`config.mk`:
```
export PLATFORM = sky130hd
export DESIGN_NAME = sdio_cmd_sequencer_flat
export DESIGN_NICKNAME = d
export VERILOG_FILES = /design/src/rtl/sdio_cmd_sequencer_if.sv /design/src/rtl/sdio_cmd_sequencer.sv /design/src/flat_wrapper.sv
export SDC_FILE = /design/constraint.sdc
export NUM_CORES = 1
export LEC_CHECK = 0
export ABC_AREA = 1
export CELL_PAD_IN_SITES_DETAIL_PLACEMENT = 0
export CELL_PAD_IN_SITES_GLOBAL_PLACEMENT = 1
export CORE_ASPECT_RATIO = 0.8
export CORE_MARGIN = 3
export CORE_UTILIZATION = 42
export DETAILED_ROUTE_END_ITERATION = 6
export PLACE_DENSITY = 0.86
export SLEW_MARGIN = 20
export SYNTH_ARGS = -nofsm -noshare
export SYNTH_HDL_FRONTEND = slang
export SYNTH_SLANG_ARGS = --single-unit
export TNS_END_PERCENT = 5
```
`constraint.sdc`:
```
create_clock -name sdio_clk -period 2.96 [get_ports sdio_clk]
set_input_delay 0.592 -clock sdio_clk [delete_from_list [all_inputs] [get_ports sdio_clk]]
set_output_delay 0.592 -clock sdio_clk [all_outputs]
set_load 0.02 [all_outputs]
```
`src/rtl/sdio_cmd_sequencer_if.sv`:
```
// -----------------------------------------------------------------------------
// sdio_cmd_sequencer_if
//
// Purpose: transaction-layer bundle between the host model and the SDIO CMD
// line sequencer. The host (master) requests a command and reads back the
// card response and status flags. The sequencer (slave) accepts the request,
// reports progress and publishes the result.
//
// Signals:
//   start        master->slave  request a command (sampled only while idle)
//   cmd_index    master->slave  6-bit command index
//   cmd_arg      master->slave  32-bit command argument
//   resp_en      master->slave  a 48-bit response is expected
//   resp_no_crc  master->slave  skip CRC/index checks (R3/R4 style)
//   busy         slave->master  high from accept until done
//   done         slave->master  one-cycle completion pulse
//   resp_index   slave->master  response bits [45:40]
//   resp_arg     slave->master  response bits [39:8]
//   err_*        slave->master  status flags, valid with done, held until next accept
// -----------------------------------------------------------------------------
interface sdio_cmd_sequencer_if;
  logic        start;
  logic [5:0]  cmd_index;
  logic [31:0] cmd_arg;
  logic        resp_en;
  logic        resp_no_crc;
  logic        busy;
  logic        done;
  logic [5:0]  resp_index;
  logic [31:0] resp_arg;
  logic        err_timeout;
  logic        err_crc;
  logic        err_frame;
  logic        err_index;

  modport master (
    output start, cmd_index, cmd_arg, resp_en, resp_no_crc,
    input  busy, done, resp_index, resp_arg,
           err_timeout, err_crc, err_frame, err_index
  );

  modport slave (
    input  start, cmd_index, cmd_arg, resp_en, resp_no_crc,
    output busy, done, resp_index, resp_arg,
           err_timeout, err_crc, err_frame, err_index
  );
endinterface

```
`src/rtl/sdio_cmd_sequencer.sv`:
```
// -----------------------------------------------------------------------------
// sdio_cmd_sequencer
//
// Purpose: host-side SDIO CMD line engine. Serialises a 48-bit command frame
// (start, transmission bit, index, argument, CRC7, end bit) MSB first, turns
// the line around, optionally waits for and deserialises the card's 48-bit
// response, checks its framing/CRC7/index, then idles for NCC_CYCLES before
// pulsing done.
//
// Ports:
//   sdio_clk    SDIO clock, all logic on the rising edge
//   rst_n       asynchronous active-low reset (aborts any transaction)
//   host        transaction-layer interface (slave modport)
//   sd_cmd_in   CMD pad input value
//   sd_cmd_dir  1 = host drives CMD
//   sd_cmd_out  value driven onto CMD
//
// Parameters:
//   RESP_TIMEOUT  max cycles from line release to response start bit
//   NCC_CYCLES    idle cycles after each transaction before done (>= 1)
// -----------------------------------------------------------------------------
module sdio_cmd_sequencer #(
  parameter int RESP_TIMEOUT = 64,
  parameter int NCC_CYCLES   = 8
) (
  input  logic                 sdio_clk,
  input  logic                 rst_n,
  sdio_cmd_sequencer_if.slave  host,
  input  logic                 sd_cmd_in,
  output logic                 sd_cmd_dir,
  output logic                 sd_cmd_out
);

  // One shared counter covers frame bits, the response wait and the gap.
  localparam int MAX_CNT = (RESP_TIMEOUT > 48)
                         ? ((RESP_TIMEOUT > NCC_CYCLES) ? RESP_TIMEOUT : NCC_CYCLES)
                         : ((NCC_CYCLES > 48) ? NCC_CYCLES : 48);
  localparam int CNT_W = $clog2(MAX_CNT + 1);

  localparam logic [CNT_W-1:0] TX_LAST   = CNT_W'(47);
  localparam logic [CNT_W-1:0] RX_LAST   = CNT_W'(46);
  localparam logic [CNT_W-1:0] WAIT_LAST = CNT_W'(RESP_TIMEOUT - 1);
  localparam logic [CNT_W-1:0] GAP_LAST  = CNT_W'(NCC_CYCLES - 1);

  typedef enum logic [2:0] {IDLE, SEND, TURN, WAIT, RECV, GAP} state_t;

  state_t           state;
  logic [CNT_W-1:0] cnt;
  logic [47:0]      tx_shift;
  logic [45:0]      rx_shift;
  logic [5:0]       idx_q;
  logic             resp_en_q;
  logic             no_crc_q;

  logic [39:0]      tx_head;
  logic [47:0]      tx_frame;
  logic [47:0]      rx_word;

  // CRC7 (x^7 + x^3 + 1, init 0) over a 40-bit frame head, MSB first.
  function automatic logic [6:0] crc7_40(input logic [39:0] d);
    logic [6:0] c;
    logic       fb;
    c = '0;
    for (int i = 39; i >= 0; i--) begin
      fb = d[i] ^ c[6];
      c  = {c[5:0], fb};
      c[3] = c[3] ^ fb;
    end
    return c;
  endfunction

  // Frame to send is built straight from the live request inputs so it can
  // be loaded on the accept edge. The received word places the implicit
  // start bit (0) on top, 46 shifted bits, and the end bit still on the pad.
  always_comb begin
    tx_head  = {2'b01, host.cmd_index, host.cmd_arg};
    tx_frame = {tx_head, crc7_40(tx_head), 1'b1};
    rx_word  = {1'b0, rx_shift, sd_cmd_in};
  end

  // Single sequencer FSM with registered pad and status outputs. The SEND
  // state runs 48 edges: 47 frame bits after the one loaded at accept, then
  // one filler '1' that becomes the TURN cycle (line still driven high).
  // Accept is blocked while done is high so a start held over the done
  // cycle cannot re-trigger immediately.
  always_ff @(posedge sdio_clk or negedge rst_n) begin
    if (!rst_n) begin
      state            <= IDLE;
      cnt              <= '0;
      tx_shift         <= '1;
      rx_shift         <= '0;
      idx_q            <= '0;
      resp_en_q        <= 1'b0;
      no_crc_q         <= 1'b0;
      sd_cmd_dir       <= 1'b0;
      sd_cmd_out       <= 1'b1;
      host.busy        <= 1'b0;
      host.done        <= 1'b0;
      host.resp_index  <= '0;
      host.resp_arg    <= '0;
      host.err_timeout <= 1'b0;
      host.err_crc     <= 1'b0;
      host.err_frame   <= 1'b0;
      host.err_index   <= 1'b0;
    end else begin
      host.done <= 1'b0;
      case (state)
        IDLE: begin
          if (host.start && !host.done) begin
            idx_q            <= host.cmd_index;
            resp_en_q        <= host.resp_en;
            no_crc_q         <= host.resp_no_crc;
            host.resp_index  <= '0;
            host.resp_arg    <= '0;
            host.err_timeout <= 1'b0;
            host.err_crc     <= 1'b0;
            host.err_frame   <= 1'b0;
            host.err_index   <= 1'b0;
            host.busy        <= 1'b1;
            sd_cmd_dir       <= 1'b1;
            sd_cmd_out       <= tx_frame[47];
            tx_shift         <= {tx_frame[46:0], 1'b1};
            cnt              <= '0;
            state            <= SEND;
          end
        end
        SEND: begin
          sd_cmd_out <= tx_shift[47];
          tx_shift   <= {tx_shift[46:0], 1'b1};
          if (cnt == TX_LAST) begin
            cnt   <= '0;
            state <= TURN;
          end else begin
            cnt <= cnt + CNT_W'(1);
          end
        end
        TURN: begin
          sd_cmd_dir <= 1'b0;
          sd_cmd_out <= 1'b1;
          cnt        <= '0;
          state      <= resp_en_q ? WAIT : GAP;
        end
        WAIT: begin
          // A start bit on the final wait edge still wins over the timeout.
          if (!sd_cmd_in) begin
            cnt   <= '0;
            state <= RECV;
          end else if (cnt == WAIT_LAST) begin
            host.err_timeout <= 1'b1;
            cnt              <= '0;
            state            <= GAP;
          end else begin
            cnt <= cnt + CNT_W'(1);
          end
        end
        RECV: begin
          if (cnt == RX_LAST) begin
            host.resp_index <= rx_word[45:40];
            host.resp_arg   <= rx_word[39:8];
            host.err_frame  <= rx_word[46] | ~rx_word[0];
            host.err_crc    <= !no_crc_q && (crc7_40(rx_word[47:8]) != rx_word[7:1]);
            host.err_index  <= !no_crc_q && (rx_word[45:40] != idx_q);
            cnt             <= '0;
            state           <= GAP;
          end else begin
            rx_shift <= {rx_shift[44:0], sd_cmd_in};
            cnt      <= cnt + CNT_W'(1);
          end
        end
        GAP: begin
          if (cnt == GAP_LAST) begin
            host.done <= 1'b1;
            host.busy <= 1'b0;
            cnt       <= '0;
            state     <= IDLE;
          end else begin
            cnt <= cnt + CNT_W'(1);
          end
        end
        default: state <= IDLE;
      endcase
    end
  end

endmodule

```
`src/flat_wrapper.sv`:
```
// flat-port wrapper written by rule: the top's interface ports become plain ports
module sdio_cmd_sequencer_flat 
#(
  parameter int RESP_TIMEOUT = 64,
  parameter int NCC_CYCLES   = 8
)
  (sdio_clk, rst_n, sd_cmd_in, sd_cmd_dir, sd_cmd_out, host_start, host_cmd_index, host_cmd_arg, host_resp_en, host_resp_no_crc, host_busy, host_done, host_resp_index, host_resp_arg, host_err_timeout, host_err_crc, host_err_frame, host_err_index);
  sdio_cmd_sequencer_if host_i ();
  input  logic sdio_clk;
  input  logic rst_n;
  input  logic sd_cmd_in;
  output logic sd_cmd_dir;
  output logic sd_cmd_out;
  input wire logic [$bits(host_i.start)-1:0] host_start;
  input wire logic [$bits(host_i.cmd_index)-1:0] host_cmd_index;
  input wire logic [$bits(host_i.cmd_arg)-1:0] host_cmd_arg;
  input wire logic [$bits(host_i.resp_en)-1:0] host_resp_en;
  input wire logic [$bits(host_i.resp_no_crc)-1:0] host_resp_no_crc;
  output wire logic [$bits(host_i.busy)-1:0] host_busy;
  output wire logic [$bits(host_i.done)-1:0] host_done;
  output wire logic [$bits(host_i.resp_index)-1:0] host_resp_index;
  output wire logic [$bits(host_i.resp_arg)-1:0] host_resp_arg;
  output wire logic [$bits(host_i.err_timeout)-1:0] host_err_timeout;
  output wire logic [$bits(host_i.err_crc)-1:0] host_err_crc;
  output wire logic [$bits(host_i.err_frame)-1:0] host_err_frame;
  output wire logic [$bits(host_i.err_index)-1:0] host_err_index;
  assign host_i.start = host_start;
  assign host_i.cmd_index = host_cmd_index;
  assign host_i.cmd_arg = host_cmd_arg;
  assign host_i.resp_en = host_resp_en;
  assign host_i.resp_no_crc = host_resp_no_crc;
  assign host_busy = host_i.busy;
  assign host_done = host_i.done;
  assign host_resp_index = host_i.resp_index;
  assign host_resp_arg = host_i.resp_arg;
  assign host_err_timeout = host_i.err_timeout;
  assign host_err_crc = host_i.err_crc;
  assign host_err_frame = host_i.err_frame;
  assign host_err_index = host_i.err_index;
  sdio_cmd_sequencer #(.RESP_TIMEOUT(RESP_TIMEOUT), .NCC_CYCLES(NCC_CYCLES)) u_core (.sdio_clk(sdio_clk), .rst_n(rst_n), .host(host_i), .sd_cmd_in(sd_cmd_in), .sd_cmd_dir(sd_cmd_dir), .sd_cmd_out(sd_cmd_out));
endmodule
```
-- Word-level counts from Yosys, hierarchy flattened
Cells that the tools add are included.
- flip-flop bits (word level): 158
- input bits: 44
- output and inout bits: 46
- logic and storage cells: 244
- add/subtract/negate cells: 1
- equal/unequal tests: 18
- multiplexer cells: 40
- bitwise logic cells: 145
- reduce and logical (&&, ||, !) cells: 23
- operators by type and width (cell ; number):
    $xor A1 B1 Y1 ; 140
    $pmux W48 S2 ; 1
    $mux W32 ; 2
    $pmux W32 S2 ; 1
    $mux W48 ; 1
    $mux W7 ; 6
    $pmux W7 S6 ; 1
    $eq A7 B6 Y1 const B ; 3
    $mux W3 ; 7
    $pmux W3 S6 ; 1
    $mux W6 ; 2
    $pmux W1 S2 ; 6
    $pmux W6 S2 ; 1
    $reduce_and A2 Y1 ; 6
    $mux W1 ; 10
    $ne A2 B1 Y1 const B ; 5
    $reduce_bool A2 Y1 ; 5
    $add A7 B1 Y7 const B ; 1
    $eq A7 B3 Y1 const B ; 1
    $ne A7 B7 Y1 ; 1
    $eq A3 B2 Y1 const B ; 2
    $eq A3 B3 Y1 const B ; 2
    $ne A6 B6 Y1 ; 1
    $reduce_and A3 Y1 ; 2
    other kinds (13) ; 19

-- Longest topological paths before layout
Gate-level depths: netlist of run 1.
- depth in word-level cells: 22
- depth in mapped cells: 31
- mapped depth without buffers: 30

-- Worst setup path before layout of run 1
OpenSTA, ideal clock, no wires.
- path type: input-to-reg
- start: in host_cmd_index[3]
- end: reg u_core.tx_shift[2]
- setup time: 76 ps
- data arrival time: 2474 ps
- required time: 2884 ps
- setup slack: 410 ps
- stages on the path: 20
- path buffers: 0
- cell sequence: xnor2_1 xor2_1 xor2_1 inv_1 nand2_1 nand2_1 inv_2 nand2_1 nand2_2 nand3_1 nand2_1 nand3_1 nand2_1 nand3_1 nand2_2 inv_1 nand2_1 nand3_1 o21ai_1 inv_1
- cells in the longest elaborated chain, start to end: 18
- elaborated cells between the ends (all ways): 36
- those cells by class: 2 x mux; 34 x bitwise
- ends and longest elaborated chain (item ; RTL line ; RTL):
    start, declared ; flat_wrapper.sv:15 ; input wire logic [$bits(host_i.cmd_index)-1:0] host_cmd_index;
    $xor A1 B1 Y1 / $not A1 Y1 (equally long branches) ; -- ;
    $xor A1 B1 Y1 ; sdio_cmd_sequencer.sv:65 ; fb = d[i] ^ c[6];
    $xor A1 B1 Y1 ; sdio_cmd_sequencer.sv:67 ; c[3] = c[3] ^ fb;
    $xor A1 B1 Y1 ; sdio_cmd_sequencer.sv:65 ;
    $xor A1 B1 Y1 ; sdio_cmd_sequencer.sv:67 ;
    $xor A1 B1 Y1 ; sdio_cmd_sequencer.sv:65 ;
    $xor A1 B1 Y1 ; sdio_cmd_sequencer.sv:67 ;
    $xor A1 B1 Y1 ; sdio_cmd_sequencer.sv:65 ;
    [... 2 more ...] ; -- ;
    $xor A1 B1 Y1 ; sdio_cmd_sequencer.sv:67 ;
    $xor A1 B1 Y1 ; sdio_cmd_sequencer.sv:65 ;
    $xor A1 B1 Y1 ; sdio_cmd_sequencer.sv:67 ;
    $xor A1 B1 Y1 ; sdio_cmd_sequencer.sv:65 ;
    $xor A1 B1 Y1 * ; sdio_cmd_sequencer.sv:67 ;
    $xor A1 B1 Y1 * ; sdio_cmd_sequencer.sv:65 ;
    $mux W48 * ; sdio_cmd_sequencer.sv:109 ; if (host.start && !host.done) begin
    $pmux W48 S2 * ; sdio_cmd_sequencer.sv:107 ; case (state)
    end signal, assigned ; sdio_cmd_sequencer.sv:122 ; tx_shift <= {tx_frame[46:0], 1'b1};
    end signal, assigned ; sdio_cmd_sequencer.sv:129 ; tx_shift <= {tx_shift[46:0], 1'b1};
    end, declared ; sdio_cmd_sequencer.sv:49 ; logic [47:0] tx_shift;
Every way passes the cells marked *; elsewhere a longest branch is shown, timed or not. The select of a mux whose other input is x is not followed.
A chain may end at the register's enable or synchronous reset.

-- Worst setup path after layout of run 1
- start: reg u_core.rx_shift[43]
- end: reg u_core.host.err_crc
- cells in the longest elaborated chain, start to end: 22
- elaborated cells between the ends (all ways): 61
- those cells by class: 1 x eq/ne; 2 x mux; 57 x bitwise; 1 x reduce/logical
- ends and longest elaborated chain (item ; RTL line ; RTL):
    start, declared ; sdio_cmd_sequencer.sv:50 ; logic [45:0] rx_shift;
    start signal, assigned ; sdio_cmd_sequencer.sv:166 ; rx_shift <= {rx_shift[44:0], sd_cmd_in};
    $xor A1 B1 Y1 ; sdio_cmd_sequencer.sv:65 ;
    $xor A1 B1 Y1 ; sdio_cmd_sequencer.sv:67 ;
    $xor A1 B1 Y1 ; sdio_cmd_sequencer.sv:65 ;
    $xor A1 B1 Y1 ; sdio_cmd_sequencer.sv:67 ;
    $xor A1 B1 Y1 ; sdio_cmd_sequencer.sv:65 ;
    $xor A1 B1 Y1 ; sdio_cmd_sequencer.sv:67 ;
    $xor A1 B1 Y1 ; sdio_cmd_sequencer.sv:65 ;
    $xor A1 B1 Y1 ; sdio_cmd_sequencer.sv:67 ;
    [... 6 more ...] ; -- ;
    $xor A1 B1 Y1 ; sdio_cmd_sequencer.sv:65 ;
    $xor A1 B1 Y1 ; sdio_cmd_sequencer.sv:67 ;
    $xor A1 B1 Y1 ; sdio_cmd_sequencer.sv:65 ;
    $xor A1 B1 Y1 ; sdio_cmd_sequencer.sv:67 ;
    $ne A7 B7 Y1 * ; sdio_cmd_sequencer.sv:161 ; host.err_crc <= !no_crc_q && (crc7_40(rx_word[47:8]) != rx_word[7:1]);
    $logic_and A1 B1 Y1 * ; sdio_cmd_sequencer.sv:161 ;
    $mux W1 * ; sdio_cmd_sequencer.sv:157 ; if (cnt == RX_LAST) begin
    $pmux W1 S2 * ; sdio_cmd_sequencer.sv:107 ;
    end signal, assigned ; sdio_cmd_sequencer.sv:161 ;
    end, declared ; sdio_cmd_sequencer_if.sv:45 ; err_timeout, err_crc, err_frame, err_index
Marks and branches as above.

==> impl_metrics.yaml, run 1 <==
finish:
  nNetsFinal: 1397
  utilization_pct: 57.06
  postLayoutCellArea_um2: 11590
  drive_above_1_share_pct: 23.09
  final_cell_mix: "nand2_1, inv_1, dfrtp_1, o21ai_0, nand2_2"
  diodes: 0
  area_growth_pct: 30.27
  final_cells: 1628
  layout_commonest_cell: "nand2_1"
  fillCellCount: 1888
worst_setup_path:
  cp_slowest_stage_delay_ns: 0.48
  end_kind: "flip-flop"
  reg2reg_depth: 23
  critPathArrivalTime_ns: 3.15
  crit_fanout: 6
  cp.required_ns: 3.28
  path_class: "reg2reg"
  path_common_cell: "nand2_2"
  cp-start-kind: "flip-flop"
  slowest_stage: "dfrtp_2"
  crit_chain: "buf_6 > nand2_1 > nand2_2 > nand2_2 > nand2_4 > nand2_4 > nand2_4 > buf_12 > nand2_4 > nand2_1 > nand2_2 > nand2_2 > nand2_2 > nand2_2 > buf_4 > xor2_2 > xor2_1 > xnor2_1 > inv_1 > nor2_1 > nand3_1 > nand2_1 > nand2_1"
routing:
  dr.pass1.iters: 5
  avgViaCountPerCell: 4.943
  drtIter0Drc: 470
  wire_per_inst_um: 14.42
  route.met2.wl_mm: 10.21
  dr_wl_met3_um: 754
  vias: 8048
  highest_layer: "met4"
  drtAntennaViolNets: 0
  drc: 0
  wl_met1_mm: 12.35
  wirelength_mm: 23.47
global_route:
  grt.total_usage_pct: 20.65
  grt_pass1_wl_mm: 38.66
  grt_pass1_vias: 7710
  antenna_found_initial: 0
  grt_remaining_overflow: 0
  grt_max_degree: 79
floorplan:
  core_area_um2: 20320
  die_h_um: 136.2
  io_pins: 90
  die_width_um: 168.7
  start_util_pct: 43.80
  dieArea_um2: 22980
  row_count: 46
timing:
  clock.fmax_mhz: 353.8
  finalHoldViolCount: 0
  hold-worst-slack_ns: 0.1405
  fin_crit_ns: 2.826
  skew_ns: 0.007935
  slew_viol_final: 0
  grt_setup_unrepaired: "yes"
  tightest_slew_ns: 0.6223
  final.period_utilization_pct: 95.48
  setup_viol_count_final: 0
  slew-limit-headroom_pct: 58.51
  tns_ns: 0
placed_design:
  place_area_um2: 10270
  dp.cells: 1585
  port-buffer-count: 89
  place_congestion: 0.8426
  place_hpwl_mm: 16.78
clock_network:
  clkTransAtPathRegs_ns: 0.07
  cts_root_buf: "clkbuf_16"
  clk_latency_ns: 0.43
  cts_buffers: 17
  clock-sinks: 156
  cts_hold_buf: 0
  h-tree-depth: 4
  clock_path_buffers: 2
  cts_tree: "done"
synth:
  syn-num-nets: 1276
  ys.flop_type: "dfrtp_1"
  synth-seq-area-share_pct: 44.53
  synthArstFlopShare_pct: 100.0
  synth_area_per_cell_um2: 7.235
  syn_area_um2: 8899
  ys_warn_count: 0
  ys_types: 43
  synth_area_leaders: "dfrtp_1, nand2_1, dfstp_2"
  synth_top_area_share_pct: 30.65
  synth_seq_cells: 156
  yosysTopAreaCell: "dfrtp_1"
  synth_edf_count: 0
  syn-instance-count: 1230
power_and_ir_drop:
  power.leakage_nw: 5.689
  power.density_nw_per_um2: 855.8
  vdd_drop_max_mv: 0.4574
hold_path:
  min_path_type: "in2async"
outcome:
  status: "finished, final reports clean"
job:
  cap_violations: 0
==> timing repair <==
| action | in CTS | in global routing |
|---|---|---|
| buffers inserted | 2 | 9 |
| pin swaps | 2 | 64 |
| setup endpoints to repair | 7 | 8 |
| resized for setup | 10 | 174 |
==> critical path: cells and delay by family (launching register included) <==
| kind | cells | cell delay (ns) |
|---|---|---|
| flops | 1 | 0.48 |
| buf+inv | 4 | 0.46 |
| simple gates | 16 | 1.26 |
| xor+xnor | 3 | 0.53 |
==> sequential cells by signal (all words and copies together), names as in the netlist, 3 cells and up <==
register / flops
u_core.state: 3
u_core.host.resp_index: 6
u_core.cnt: 7
u_core.rx_shift: 46
u_core.idx_q: 6
u_core.host.resp_arg: 32
u_core.tx_shift: 46
==> synthesized netlist by cell type, types with 4 or more instances <==
library cell  instances
nand2_1             471
inv_1               146
dfrtp_1             109
o21ai_0              99
nand3_1              86
nor2_1               61
dfstp_2              47
clkbuf_1             29
o22ai_1              28
nand2_2              26
a21oi_1              21
xor2_1               21
a221oi_1             12
xnor2_1              12
inv_2                11
xor2_2                6
nand4_1               5
nor3_1                4
==> logic make-up (layout without fill, tap and decap cells) <==
logic type / after synthesis / after routing / synth area share (%)
AOI/OAI and AO/OA: 174 / 174 / 11.14
xor gates and xnor gates: 42 / 42 / 4.893
adders and majority gates: 2 / 2 / 0.2812
buffers and inverters: 192 / 326 / 8.479
DFF: 156 / 156 / 44.53
and+or+nand+nor: 664 / 664 / 30.68
==> power by group <==
group          switching (mW)  internal (mW)
registers               0.324           2.87
clock network           0.942           1.33
logic                    2.82           1.63
==> final cells by class <==
class | count | area (µm²) | area share (%)
clock inverter | 9 | 62.56 | 0.5397
sequential | 156 | 3969 | 34.24
clock buffer | 23 | 554.3 | 4.781
inverter | 159 | 620.6 | 5.353
multi-input combinational | 882 | 4762 | 41.08
tap | 264 | 330.3 | 2.849
timing repair buffer | 135 | 1294 | 11.16
==> metrics by stage <==
step           power [mW]  setup WS [ns]
3_3_place_gp        7.428        -0.5064
6_report            9.921         0.1337
3_5_place_dp        7.501        -0.5786
4_1_cts             9.830       0.005452
5_1_grt             10.76        -0.1253
2_1_floorplan       6.393         0.4100
==> layer usage <==
layer / vias up / global-route usage [%]
li1: 4128 / -
met4: 0 / 3.408
met3: 13 / 3.837
met2: 119 / 30.55
met1: 3788 / 31.94
met5: - / 0
==> path summary, 6_finish.rpt <==
path,start,endpoint,slack (ns)
hold reg to reg,u_core.tx_shift[21],u_core.tx_shift[21],0.48
min in group sdio_clk,u_core.tx_shift[21],u_core.tx_shift[21],0.48
setup / recovery,u_core.rx_shift[43],u_core.host.err_crc,0.13
max in group asynchronous,rst_n,u_core.sd_cmd_out,2.01
setup reg to reg,u_core.rx_shift[43],u_core.host.err_crc,0.13
hold / removal,rst_n,u_core.host.done,0.14
Note: power is estimated with default switching activity, not from simulation.
==> run 2: changes to the inputs <==
--- a/config.mk
+++ b/config.mk
@@ -11,6 +11,7 @@
 export CORE_ASPECT_RATIO = 0.8
 export CORE_MARGIN = 3
 export CORE_UTILIZATION = 42
+export CTS_CLUSTER_SIZE = 8
 export DETAILED_ROUTE_END_ITERATION = 6
 export PLACE_DENSITY = 0.86
 export SLEW_MARGIN = 20
==> results of run 2 <==
Final layout, timing and power as in run 1 (identical DEF).
==> run 3: changes to the inputs <==
--- a/config.mk
+++ b/config.mk
@@ -10,10 +10,11 @@
 export CELL_PAD_IN_SITES_GLOBAL_PLACEMENT = 1
 export CORE_ASPECT_RATIO = 0.8
 export CORE_MARGIN = 3
-export CORE_UTILIZATION = 42
+export CORE_UTILIZATION = 47
 export CTS_CLUSTER_SIZE = 8
 export DETAILED_ROUTE_END_ITERATION = 6
-export PLACE_DENSITY = 0.86
+export DONT_BUFFER_PORTS = 1
+export PLACE_DENSITY = 0.85
 export SLEW_MARGIN = 20
 export SYNTH_ARGS = -nofsm -noshare
 export SYNTH_HDL_FRONTEND = slang
==> run 3 against run 2 <==
The flow now finishes with violations (negative hold slack). Global-route usage increased by 1.2 points. Hold slack worse by 0.28 ns. Non-clock buffer count shrank 107. Utilization is 1.8 points lower. Critical path depth grew 5. Sequential power hardly changed. Critical endpoint unchanged. Largest cell class unchanged. Largest power group unchanged.
==> impl_metrics.yaml, run 3 (synthesis gave the netlist of run 1 again) <==
global_route:
  grt_max_degree: 157
  grt_pass1_vias: 7038
  grt.total_usage_pct: 21.83
  antenna_found_initial: 1
  grt_remaining_overflow: 0
  grt_pass1_wl_mm: 36.50
finish:
  layout_commonest_cell: "nand2_1"
  area_growth_pct: 13.84
  largest_registers: "u_core.rx_shift: 46 flops, u_core.tx_shift: 46 flops, u_core.host.resp_arg: 32 flops"
  final_cell_mix: "nand2_1, inv_1, dfrtp_1, o21ai_0, nand2_2"
  diodes: 0
  drive_above_1_share_pct: 19.25
  nNetsFinal: 1290
  utilization_pct: 55.26
  postLayoutCellArea_um2: 10130
power_and_ir_drop:
  power.leakage_nw: 5.057
  p_sw_share_pct: 42.05
  p_int_mw: 5.498
  combPwrFrac_pct: 43.4
  vdd_drop_max_mv: 0.4921
  power.density_nw_per_um2: 936.7
  seq_power_share_pct: 34.1
  p_clk_share_pct: 22.6
  switchingPower_mw: 3.990
floorplan:
  die_width_um: 159.8
  die_h_um: 129.1
  row_count: 44
  core_area_um2: 18330
  io_pins: 90
  start_util_pct: 48.54
  dieArea_um2: 20630
timing:
  fin_crit_ns: 2.782
  hold-worst-slack_ns: -0.1368
  clock.fmax_mhz: 359.5
  setup_viol_count_final: 0
  finalHoldViolCount: 109
  skew_ns: 0.01433
  slew-limit-headroom_pct: 38.82
  tightest_slew_ns: 0.9156
  final.period_utilization_pct: 93.97
  slew_viol_final: 0
  worst_slack_ns: 0.1784
placed_design:
  port-buffer-count: 0
  place_area_um2: 9264
  pre_cts_slack_ns: -0.1289
  place_congestion: 0.8276
  place_hpwl_mm: 16.05
clock_network:
  clk_latency_ns: 0.43
  clock_path_buffers: 2
  clkTransAtPathRegs_ns: 0.07
  cts_tree: "done"
  cts_root_buf: "clkbuf_16"
  clock-sinks: 156
  h-tree-depth: 4
  cts_buffers: 17
routing:
  dr.pass1.iters: 5
  drc: 0
  vias: 7611
  drtAntennaViolNets: 0
  avgViaCountPerCell: 5.040
  wirelength_mm: 22.33
  drtIter0Drc: 515
  wire_per_inst_um: 14.79
job:
  cap_violations: 0
worst_setup_path:
  critPathArrivalTime_ns: 3.09
  path_class: "reg2reg"
  critPathTopFamily: "simple AND/OR/NAND/NOR gates"
  reg2reg_from: "u_core.rx_shift[44]"
  end_kind: "flip-flop"
  cp.required_ns: 3.27
  startpoint: "u_core.rx_shift[44]"
  slowest_stage: "dfrtp_2"
  crit_fanout: 7
  worst-path-buf-inv: 2
  cp-start-kind: "flip-flop"
  cp_slowest_stage_delay_ns: 0.45
  path_common_cell: "nand2_1"
outcome:
  violations: "negative hold slack"
  status: "finished, violations left"
hold_path:
  min_path_type: "in2async"
[run 3: cell types whose count changed in the layout (fill, tap and decap cells not counted), sizes merged]
| cell | before | now |
|---|---|---|
| dlymetal6s2s | 10 | 0 |
| clkbuf | 25 | 22 |
| buf | 47 | 28 |
| clkdlybuf4s50 | 76 | 0 |
| inv | 163 | 161 |
| clkinv | 3 | 6 |
[run 3: power groups by stage]
stage	sequential (mW)	clock [mW]	combinational, mW
3_5_place_dp	3.26	0	4.03
5_1_grt	3.30	2.27	4.73
3_3_place_gp	3.25	0	3.97
4_1_cts	3.23	2.18	4.05
6_report	3.23	2.14	4.11
2_1_floorplan	3.15	0	3.25
[run 3: what timing repair did]
item	4_1_cts	5_1_grt
endpoints found under the setup margin	0	1
gates resized for setup	0	88
endpoints found under the hold margin	109	109
setup buffers	0	6
[run 3: final timing paths]
| path | to | slack, ns | cells past startpoint |
|---|---|---|---|
| setup reg to reg | u_core.host.err_crc | 0.18 | 28 |
| min in group sdio_clk | u_core.tx_shift[22] | 0.29 | 2 |
| hold / removal | u_core.host.busy | -0.14 | 0 |
| hold reg to reg | u_core.tx_shift[21] | 0.48 | 2 |
| max in group asynchronous | u_core.tx_shift[46] | 2.65 | 0 |
| setup / recovery | u_core.host.err_crc | 0.18 | 28 |
[run 3: stage by stage]
stage,TNS [ns],power [mW],instances
after floorplan,0,6.393,1230
after global placement,-0.05049,7.221,1472
after detailed placement,-0.2154,7.287,1472
after CTS,0,9.460,1504
after global routing,-0.07534,10.31,1510
final,0,9.488,1510
[run 3: cell type report]
| type | count | area, µm² |
|---|---|---|
| Clock inverter | 10 | 77.57 |
| Sequential cell | 156 | 3969 |
| Timing Repair Buffer | 28 | 222.7 |
| Clock buffer | 22 | 496.7 |
| Fill cell | 1742 | 8203 |
| Inverter | 159 | 613.1 |
| Tap cell | 253 | 316.6 |
| Multi-Input combinational cell | 882 | 4434 |
[run 3: per-layer routing]
metal / track usage (%) / up-vias / part of all wire, %
met5: 0 / - / 0
met4: 4.235 / 0 / 0.77
met3: 5.018 / 13 / 5.3
met2: 30.95 / 163 / 42
met1: 34.25 / 3524 / 52
li1: - / 3911 / -
